==> config.mk <==
export PLATFORM = sky130hd
export DESIGN_NAME = muxn_rr_reg
export DESIGN_NICKNAME = d
export VERILOG_FILES = /design/src/rtl/mux_pkg.sv /design/src/rtl/rr_arbiter.sv /design/src/rtl/muxn_rr_reg.sv
export SDC_FILE = /design/constraint.sdc
export NUM_CORES = 1
export LEC_CHECK = 0
export CELL_PAD_IN_SITES_DETAIL_PLACEMENT = 0
export CELL_PAD_IN_SITES_GLOBAL_PLACEMENT = 1
export CORE_ASPECT_RATIO = 0.9
export CORE_UTILIZATION = 34
export DETAILED_ROUTE_END_ITERATION = 6
export PLACE_DENSITY = 0.85
export SKIP_CTS_REPAIR_TIMING = 1
export SYNTH_ARGS = -nofsm -noshare
export SYNTH_HDL_FRONTEND = slang
export SYNTH_HIERARCHICAL = 1
export SYNTH_SLANG_ARGS = --single-unit
export TNS_END_PERCENT = 30
==> constraint.sdc <==
create_clock -name clk -period 3.4 [get_ports clk]
set_input_delay 0.68 -clock clk [delete_from_list [all_inputs] [get_ports clk]]
set_output_delay 0.68 -clock clk [all_outputs]
set_load 0.03 [all_outputs]
==> src/rtl/mux_pkg.sv <==
// mux_pkg: mode constants and the rotate-and-find-first grant shared by the
// registered N:1 multiplexer and its arbiter.
package mux_pkg;
   localparam int MUX_MODE_RR    = 0;
   localparam int MUX_MODE_FIXED = 1;
   localparam int MUX_MAX_N      = 16;

   // One-hot grant of the first set request at or after start, wrapping at n.
   function automatic logic [MUX_MAX_N-1:0] rr_grant(
      input logic [MUX_MAX_N-1:0] req,
      input int                   n,
      input int                   start
   );
      logic [MUX_MAX_N-1:0] g;
      int                   idx;
      bit                   found;
      g     = '0;
      found = 1'b0;
      for (int k = 0; k < MUX_MAX_N; k++) begin
         idx = start + k;
         if (idx >= n) idx -= n;
         if (k < n && !found && req[idx]) begin
            g[idx] = 1'b1;
            found  = 1'b1;
         end
      end
      return g;
   endfunction
endpackage

==> src/rtl/rr_arbiter.sv <==
// rr_arbiter: one-hot grant over req, round-robin from ptr or fixed lowest-index;
// ptr moves past the winner when advance is high.
module rr_arbiter
   import mux_pkg::*;
#(
   parameter int N = 4,
   localparam int SELW = $clog2(N)
) (
   input  logic            clk,
   input  logic            rst,
   input  logic [N-1:0]    req,
   input  logic            advance,
   input  logic            mode,
   output logic [N-1:0]    gnt,
   output logic [SELW-1:0] gnt_idx
);
   logic [SELW-1:0]      ptr;
   logic [MUX_MAX_N-1:0] g16;

   assign g16 = rr_grant(MUX_MAX_N'(req), N, mode ? 0 : int'(ptr));
   assign gnt = g16[N-1:0];

   always_comb begin
      gnt_idx = '0;
      for (int i = 0; i < N; i++)
         if (gnt[i]) gnt_idx = SELW'(i);
   end

   // Explicit wrap keeps ptr in range when N is not a power of two.
   always_ff @(posedge clk or posedge rst)
      if (rst) ptr <= '0;
      else if (advance) ptr <= (gnt_idx == SELW'(N-1)) ? '0 : gnt_idx + SELW'(1);
endmodule

==> src/rtl/muxn_rr_reg.sv <==
// muxn_rr_reg: arbitrated N:1 multiplexer with valid/ready on every channel and a
// one-entry output register that reloads on the same cycle it is popped.
module muxn_rr_reg
   import mux_pkg::*;
#(
   parameter int N     = 4,
   parameter int WIDTH = 2,
   parameter int MODE  = MUX_MODE_RR,
   localparam int SELW = $clog2(N)
) (
   input  logic             clk,
   input  logic             rst,
   input  logic [N-1:0]     in_valid,
   input  logic [N*WIDTH-1:0] in_data,
   output logic [N-1:0]     in_ready,
   output logic             out_valid,
   output logic [WIDTH-1:0] out_data,
   output logic [SELW-1:0]  out_sel,
   input  logic             out_ready
);
   logic [N-1:0]     gnt;
   logic [SELW-1:0]  gnt_idx;
   logic [WIDTH-1:0] sel_data;
   logic             load;
   logic             any_req;

   assign load     = ~out_valid | out_ready;
   assign any_req  = |in_valid;
   assign in_ready = (load & ~rst) ? gnt : '0;

   rr_arbiter #(.N(N)) u_arb (
      .clk     (clk),
      .rst     (rst),
      .req     (in_valid),
      .advance (load & any_req & (MODE == MUX_MODE_RR)),
      .mode    (MODE == MUX_MODE_FIXED),
      .gnt     (gnt),
      .gnt_idx (gnt_idx)
   );

   always_comb begin
      sel_data = '0;
      for (int i = 0; i < N; i++)
         sel_data |= in_data[i*WIDTH +: WIDTH] & {WIDTH{gnt[i]}};
   end

   always_ff @(posedge clk or posedge rst)
      if (rst) begin
         out_valid <= 1'b0;
         out_data  <= '0;
         out_sel   <= '0;
      end else if (load) begin
         out_valid <= any_req;
         if (any_req) begin
            out_data <= sel_data;
            out_sel  <= gnt_idx;
         end
      end
endmodule

==> flow_metrics.env, run 1 <==
export IMPL_seqCellArea_sq_um=175
export IMPL_insertion_delay_ns=0.26
export IMPL_arrival_ns=2.63
export IMPL_antenna_found_initial=0
export IMPL_cts_buffers=3
export IMPL_synth_edf_count=0
export IMPL_core_area_sq_mm=0.00222
export IMPL_syn_area_sq_um=817
export IMPL_reg2reg_from="u_arb/ptr[0]"
export IMPL_finalSetupViolations=0
export IMPL_drive_gt1_share_pct=26.7
export IMPL_clk_pin_slew_worst_paths_ns=0.05
export IMPL_worstHoldEndpoint="u_arb/ptr[1]"
export IMPL_final_area_sq_mm=0.00115
export IMPL_die_area_sq_mm=0.00260
export IMPL_avgSynthCellArea_sq_um=9.39
export IMPL_grt_usage_pct=16.0
export IMPL_fin_nets=144
export IMPL_die_y_um=48.5
export IMPL_p_leak_nw=0.495
export IMPL_die_width_um=53.7
export IMPL_drtPass1Iterations=3
export IMPL_dominantRegCellSynth="dfrtp_1"
export IMPL_cp_required_ns=2.72
export IMPL_cts_buffer_depth=2
export IMPL_layout_common_cells="19 x clkdlybuf4s50_1, 11 x buf_4, 10 x nand2_1, 8 x ha_1, 7 x dfrtp_1"
export IMPL_fmax_mhz=302
export IMPL_vias=732
export IMPL_power_density_mw_per_mm2=679
export IMPL_cts_tree="built"
export IMPL_start_util_pct=36.8
export IMPL_grt_pass1_vias=731
export IMPL_synthDistinctLibCells=33
export IMPL_final_period_utilization_pct=97.4
export IMPL_mostFrequentLayoutCell="clkdlybuf4s50_1"
export IMPL_fill_cells=215
export IMPL_cts_root_buf="clkbuf_4"
export IMPL_gp_congestion=0.819
export IMPL_cp_max_fo=6
export IMPL_place_hpwl_mm=1.54
export IMPL_drt_iter0_drc=9
export IMPL_io_pin_count=24
export IMPL_rows=16
export IMPL_vias_per_cell=4.98
export IMPL_fin_setup_tns_ns=0
export IMPL_grt_pass1_wl_mm=3.17
export IMPL_async_flop_share_pct=100
export IMPL_final_max_slew_viol_count=0
export IMPL_startpoint_type="register"
export IMPL_fin_crit_ns=3.31
export IMPL_drt_wl_total_mm=1.93
export IMPL_clock_sinks=7
export IMPL_finalClockSkew_ns=0.00567
export IMPL_placed_area_sq_mm=0.00110
export IMPL_hold_path_depth=2
export IMPL_irDropWorstVdd_v=0.000480
export IMPL_yosysSeqAreaShare_pct=21.4
export IMPL_htreeDepth=1
export IMPL_synth_seq_cells=7
export IMPL_routedWlPerCell_um=13.1
export IMPL_min_from="u_arb/ptr[1]"
export IMPL_r2r_slack_ns=0.57
export IMPL_rsz0062_at_grt="yes"
export IMPL_drc_errors=0
export IMPL_maxCapViolCount=0
export IMPL_postSynthCellCount=87
export IMPL_worst_r2r_path_depth=12
export IMPL_r2r_end="out_data[1]"
export IMPL_diodes=0
export IMPL_path_class="register to primary output"
export IMPL_yosysWarnings=6
export IMPL_portBuffers=23
export IMPL_grt_max_degree=9
export IMPL_status="completed"
export IMPL_hold_viol_final=0
export IMPL_grt_overflow_total=0
export IMPL_worstSetupEndpointType="primary output"
export IMPL_syn_to_final_growth_pct=40.6
export IMPL_min_path_type="register to register"
export IMPL_antenna_left=0
export IMPL_multi_input_area_sq_um=616
[synth_stat cells, drive strengths merged, types with 3 or more instances]
| cell | number | share of area [%] |
|---|---|---|
| a221oi | 3 | 4.0 |
| a22oi | 5 | 4.6 |
| and2 | 5 | 3.8 |
| dfrtp | 7 | 21 |
| ha | 8 | 12 |
| inv | 6 | 3.1 |
| mux2 | 4 | 5.5 |
| mux2i | 4 | 4.9 |
| nand2 | 10 | 4.6 |
| nor2 | 5 | 2.6 |
| nor2b | 8 | 8.0 |
[worst max-delay path, cell delays in order (launching register included)]
cell and delay (ns):
dfrtp_1 0.37, nor2b_4 0.20, inv_1 0.08, ha_1 0.33, mux2i_1 0.22, nand2_1 0.09
and2_1 0.25, a221oi_1 0.39, o21ai_2 0.13, and2_1 0.15, buf_4 0.16
[state kept, by name, indices dropped and copies added (netlist names)]
register   flops
out_valid      1
out_sel        2
out_data       2
u_arb/ptr      2
[stage by stage]
stage / std cells / hold WS (ns) / util [%] / total power [mW] / setup slack, ns
after floorplan: 89 / 0.421 / - / 0.513 / 0.436
after global placement: 141 / 0.466 / 49.3 / 0.670 / 0.154
after detailed placement: 141 / 0.469 / 49.3 / 0.683 / 0.0916
after CTS: 145 / 0.481 / 50.5 / 0.765 / -0.115
after global routing: 147 / 0.497 / 51.7 / 0.840 / -0.0891
final: 147 / 0.481 / 51.7 / 0.780 / 0.0896
[layout make-up]
cell class | instances | share of cell area (%)
Tap cell | 27 | 2.94
Clock buffer | 4 | 2.29
Inverter | 6 | 2.18
Sequential cell | 7 | 15.3
Timing Repair Buffer | 30 | 23.7
Multi-Input combinational cell | 73 | 53.6
[cells by family after synthesis]
logic type	count (synthesis)	synth area share (%)
other cells	1	0.459
mux	10	15.9
simple gates	35	25.9
fa+ha+maj	8	12.3
buf+inv	9	5.51
flops	7	21.4
compound gates	17	18.5
[routing by layer]
layer	track usage, %	up-vias	wire length, um
met2	24.9	16	934
met3	5.03	2	87
met5	0	-	0
li1	-	372	-
met1	22.4	342	878
met4	1.32	0	25
[power by group]
group / switching, mW / internal, mW / total (mW)
Clock: 0.0324 / 0.0449 / 0.0773
Combinational: 0.298 / 0.266 / 0.564
Sequential: 0.0187 / 0.120 / 0.139
[how the worst max path moves through the flow]
| stage | from | endpoint |
|---|---|---|
| floorplan | u_arb/ptr[0] | in_ready[0] |
| global route | u_arb/ptr[0] | in_ready[3] |
| global placement | in_valid[1] | in_ready[0] |
| detailed placement | in_valid[1] | in_ready[0] |
| CTS | u_arb/ptr[0] | in_ready[0] |
| finish | u_arb/ptr[0] | in_ready[3] |
No activity file was read; power rests on OpenSTA's default activity.
==> inputs of run 2 (changes only) <==
RECOVER_POWER = 50   (was not set)
SKIP_LAST_GASP = 1   (was not set)
==> run 2 against run 1 <==
Net effect: combinational power fell by 0.7%; fmax about the same; global-route usage unchanged; non-clock buffer count unchanged.
==> flow_metrics.env, run 2 (same netlist as run 1, synthesis figures left out) <==
export IMPL_cts_tree="built"
export IMPL_rsz0062_at_grt="yes"
export IMPL_core_area_sq_mm=0.00222
export IMPL_vias_per_cell=4.97
export IMPL_grt_overflow_total=0
export IMPL_syn_to_final_growth_pct=40.1
export IMPL_startpoint_type="register"
export IMPL_switching_share_pct=44.7
export IMPL_drtPass1Iterations=3
export IMPL_antenna_found_initial=0
export IMPL_power_frac_seq_pct=17.9
export IMPL_cp_max_fo=6
export IMPL_p_switching_mw=0.347
export IMPL_cp_cell_sequence="nor2b_4, inv_1, ha_1, mux2i_1, nand2_1, and2_1, a221oi_1, o21ai_2, and2_1, buf_4"
export IMPL_fin_hold_ws_ns=0.481
export IMPL_fin_util_pct=51.5
export IMPL_power_frac_clock_pct=10.0
export IMPL_cp_common_cell="and2_1"
export IMPL_power_density_mw_per_mm2=678
export IMPL_rows=16
export IMPL_hold_viol_final=0
export IMPL_finalClockSkew_ns=0.00567
export IMPL_htreeDepth=1
export IMPL_grt_usage_pct=16.0
export IMPL_die_y_um=48.5
export IMPL_drt_iter0_drc=9
export IMPL_p_comb_share_pct=72.2
export IMPL_arrival_ns=2.63
export IMPL_clock_sinks=7
export IMPL_finalSetupViolations=0
export IMPL_worstSetupEndpointType="primary output"
export IMPL_layout_common_cells="18 x clkdlybuf4s50_1, 11 x buf_4, 10 x nand2_1, 8 x ha_1, 7 x dfrtp_1"
export IMPL_gp_congestion=0.819
export IMPL_cts_root_buf="clkbuf_4"
export IMPL_grt_pass1_vias=731
export IMPL_status="completed"
export IMPL_clk_pin_slew_worst_paths_ns=0.05
export IMPL_internal_power_mw=0.429
export IMPL_p_leak_nw=0.494
export IMPL_cts_buffer_depth=2
export IMPL_irDropWorstVdd_v=0.000480
export IMPL_grt_pass1_wl_mm=3.17
export IMPL_final_area_sq_mm=0.00114
export IMPL_antenna_left=0
export IMPL_mostFrequentLayoutCell="clkdlybuf4s50_1"
export IMPL_fin_nets=144
export IMPL_start_util_pct=36.8
export IMPL_routedWlPerCell_um=13.1
export IMPL_path_class="register to primary output"
export IMPL_maxCapViolCount=0
export IMPL_io_pin_count=24
export IMPL_die_width_um=53.7
export IMPL_place_hpwl_mm=1.54
export IMPL_slowest_stage="a221oi_1"
export IMPL_drc_errors=0
export IMPL_drt_wl_total_mm=1.92
export IMPL_drive_gt1_share_pct=25.8
export IMPL_vias=730
export IMPL_final_max_slew_viol_count=0
export IMPL_grt_max_degree=9
export IMPL_fin_crit_ns=3.31
export IMPL_insertion_delay_ns=0.26
export IMPL_min_path_type="register to register"
export IMPL_fmax_mhz=302
export IMPL_die_area_sq_mm=0.00260
export IMPL_placed_area_sq_mm=0.00110
export IMPL_reg_largest_list="out_data: 2 flops, out_sel: 2 flops, u_arb/ptr: 2 flops"
export IMPL_cts_buffers=3
export IMPL_final_period_utilization_pct=97.4
export IMPL_max_stage_delay_ns=0.39
export IMPL_cp_required_ns=2.72
export IMPL_portBuffers=23
export IMPL_diodes=0
[run 2: changes by cell type in the layout (fill, tap and decap cells not counted), sizes merged]
cell,change
dlygate4sd3,+1
clkdlybuf4s50,-1
[run 2: cell type report]
cell class              instances  area [sq um]
repair buffers                 30           273
well taps                      27          33.8
inverters                       6          25.0
multi-input cells              73           612
fillers                       214          1080
flip-flops and latches          7           175
clock buffers                   4          26.3
[run 2: through the flow]
stage	setup slack [ns]	instances	power [mW]	TNS [ns]
2_1_floorplan	0.436	89	0.513	0
3_3_place_gp	0.154	141	0.670	0
3_5_place_dp	0.0916	141	0.683	0
4_1_cts	-0.115	145	0.765	-0.121
5_1_grt	-0.0891	147	0.836	-0.166
6_report	0.0899	147	0.776	0
[run 2: per-layer routing]
layer / share of wire, % / GRT usage [%] / up-vias
met4: 1.3 / 1.32 / 0
met5: 0 / 0 / -
met3: 4.5 / 5.03 / 2
li1: - / - / 372
met1: 46 / 22.4 / 340
met2: 48 / 24.9 / 16
[run 2: critical path: cells and delay by family, from the launching register on]
family	cells	cell delay [ns]
DFF	1	0.37
buffers and inverters	2	0.24
and+or+nand+nor	4	0.69
adders and majority gates	1	0.33
muxes	1	0.22
AOI/OAI and AO/OA	2	0.52
[run 2: final timing paths]
check                             startpoint            to  slack [ns]  depth (start not counted)
max in group asynchronous                rst     out_valid        2.38                          2
min in group asynchronous                rst  u_arb/ptr[1]        0.77                          2
worst min register to register  u_arb/ptr[1]  u_arb/ptr[1]        0.48                          2
worst max-delay path            u_arb/ptr[0]   in_ready[3]        0.09                         10
worst min-delay path            u_arb/ptr[1]  u_arb/ptr[1]        0.48                          2
worst max register to register  u_arb/ptr[0]   out_data[1]        0.57                         12
[run 2: power by group through the flow]
stage               clock network (mW)  registers (mW)  logic, mW
floorplan                            0           0.187      0.327
global placement                     0           0.138      0.532
detailed placement                   0           0.141      0.542
CTS                             0.0818           0.139      0.544
global route                    0.0874           0.143      0.606
finish                          0.0773           0.139      0.560
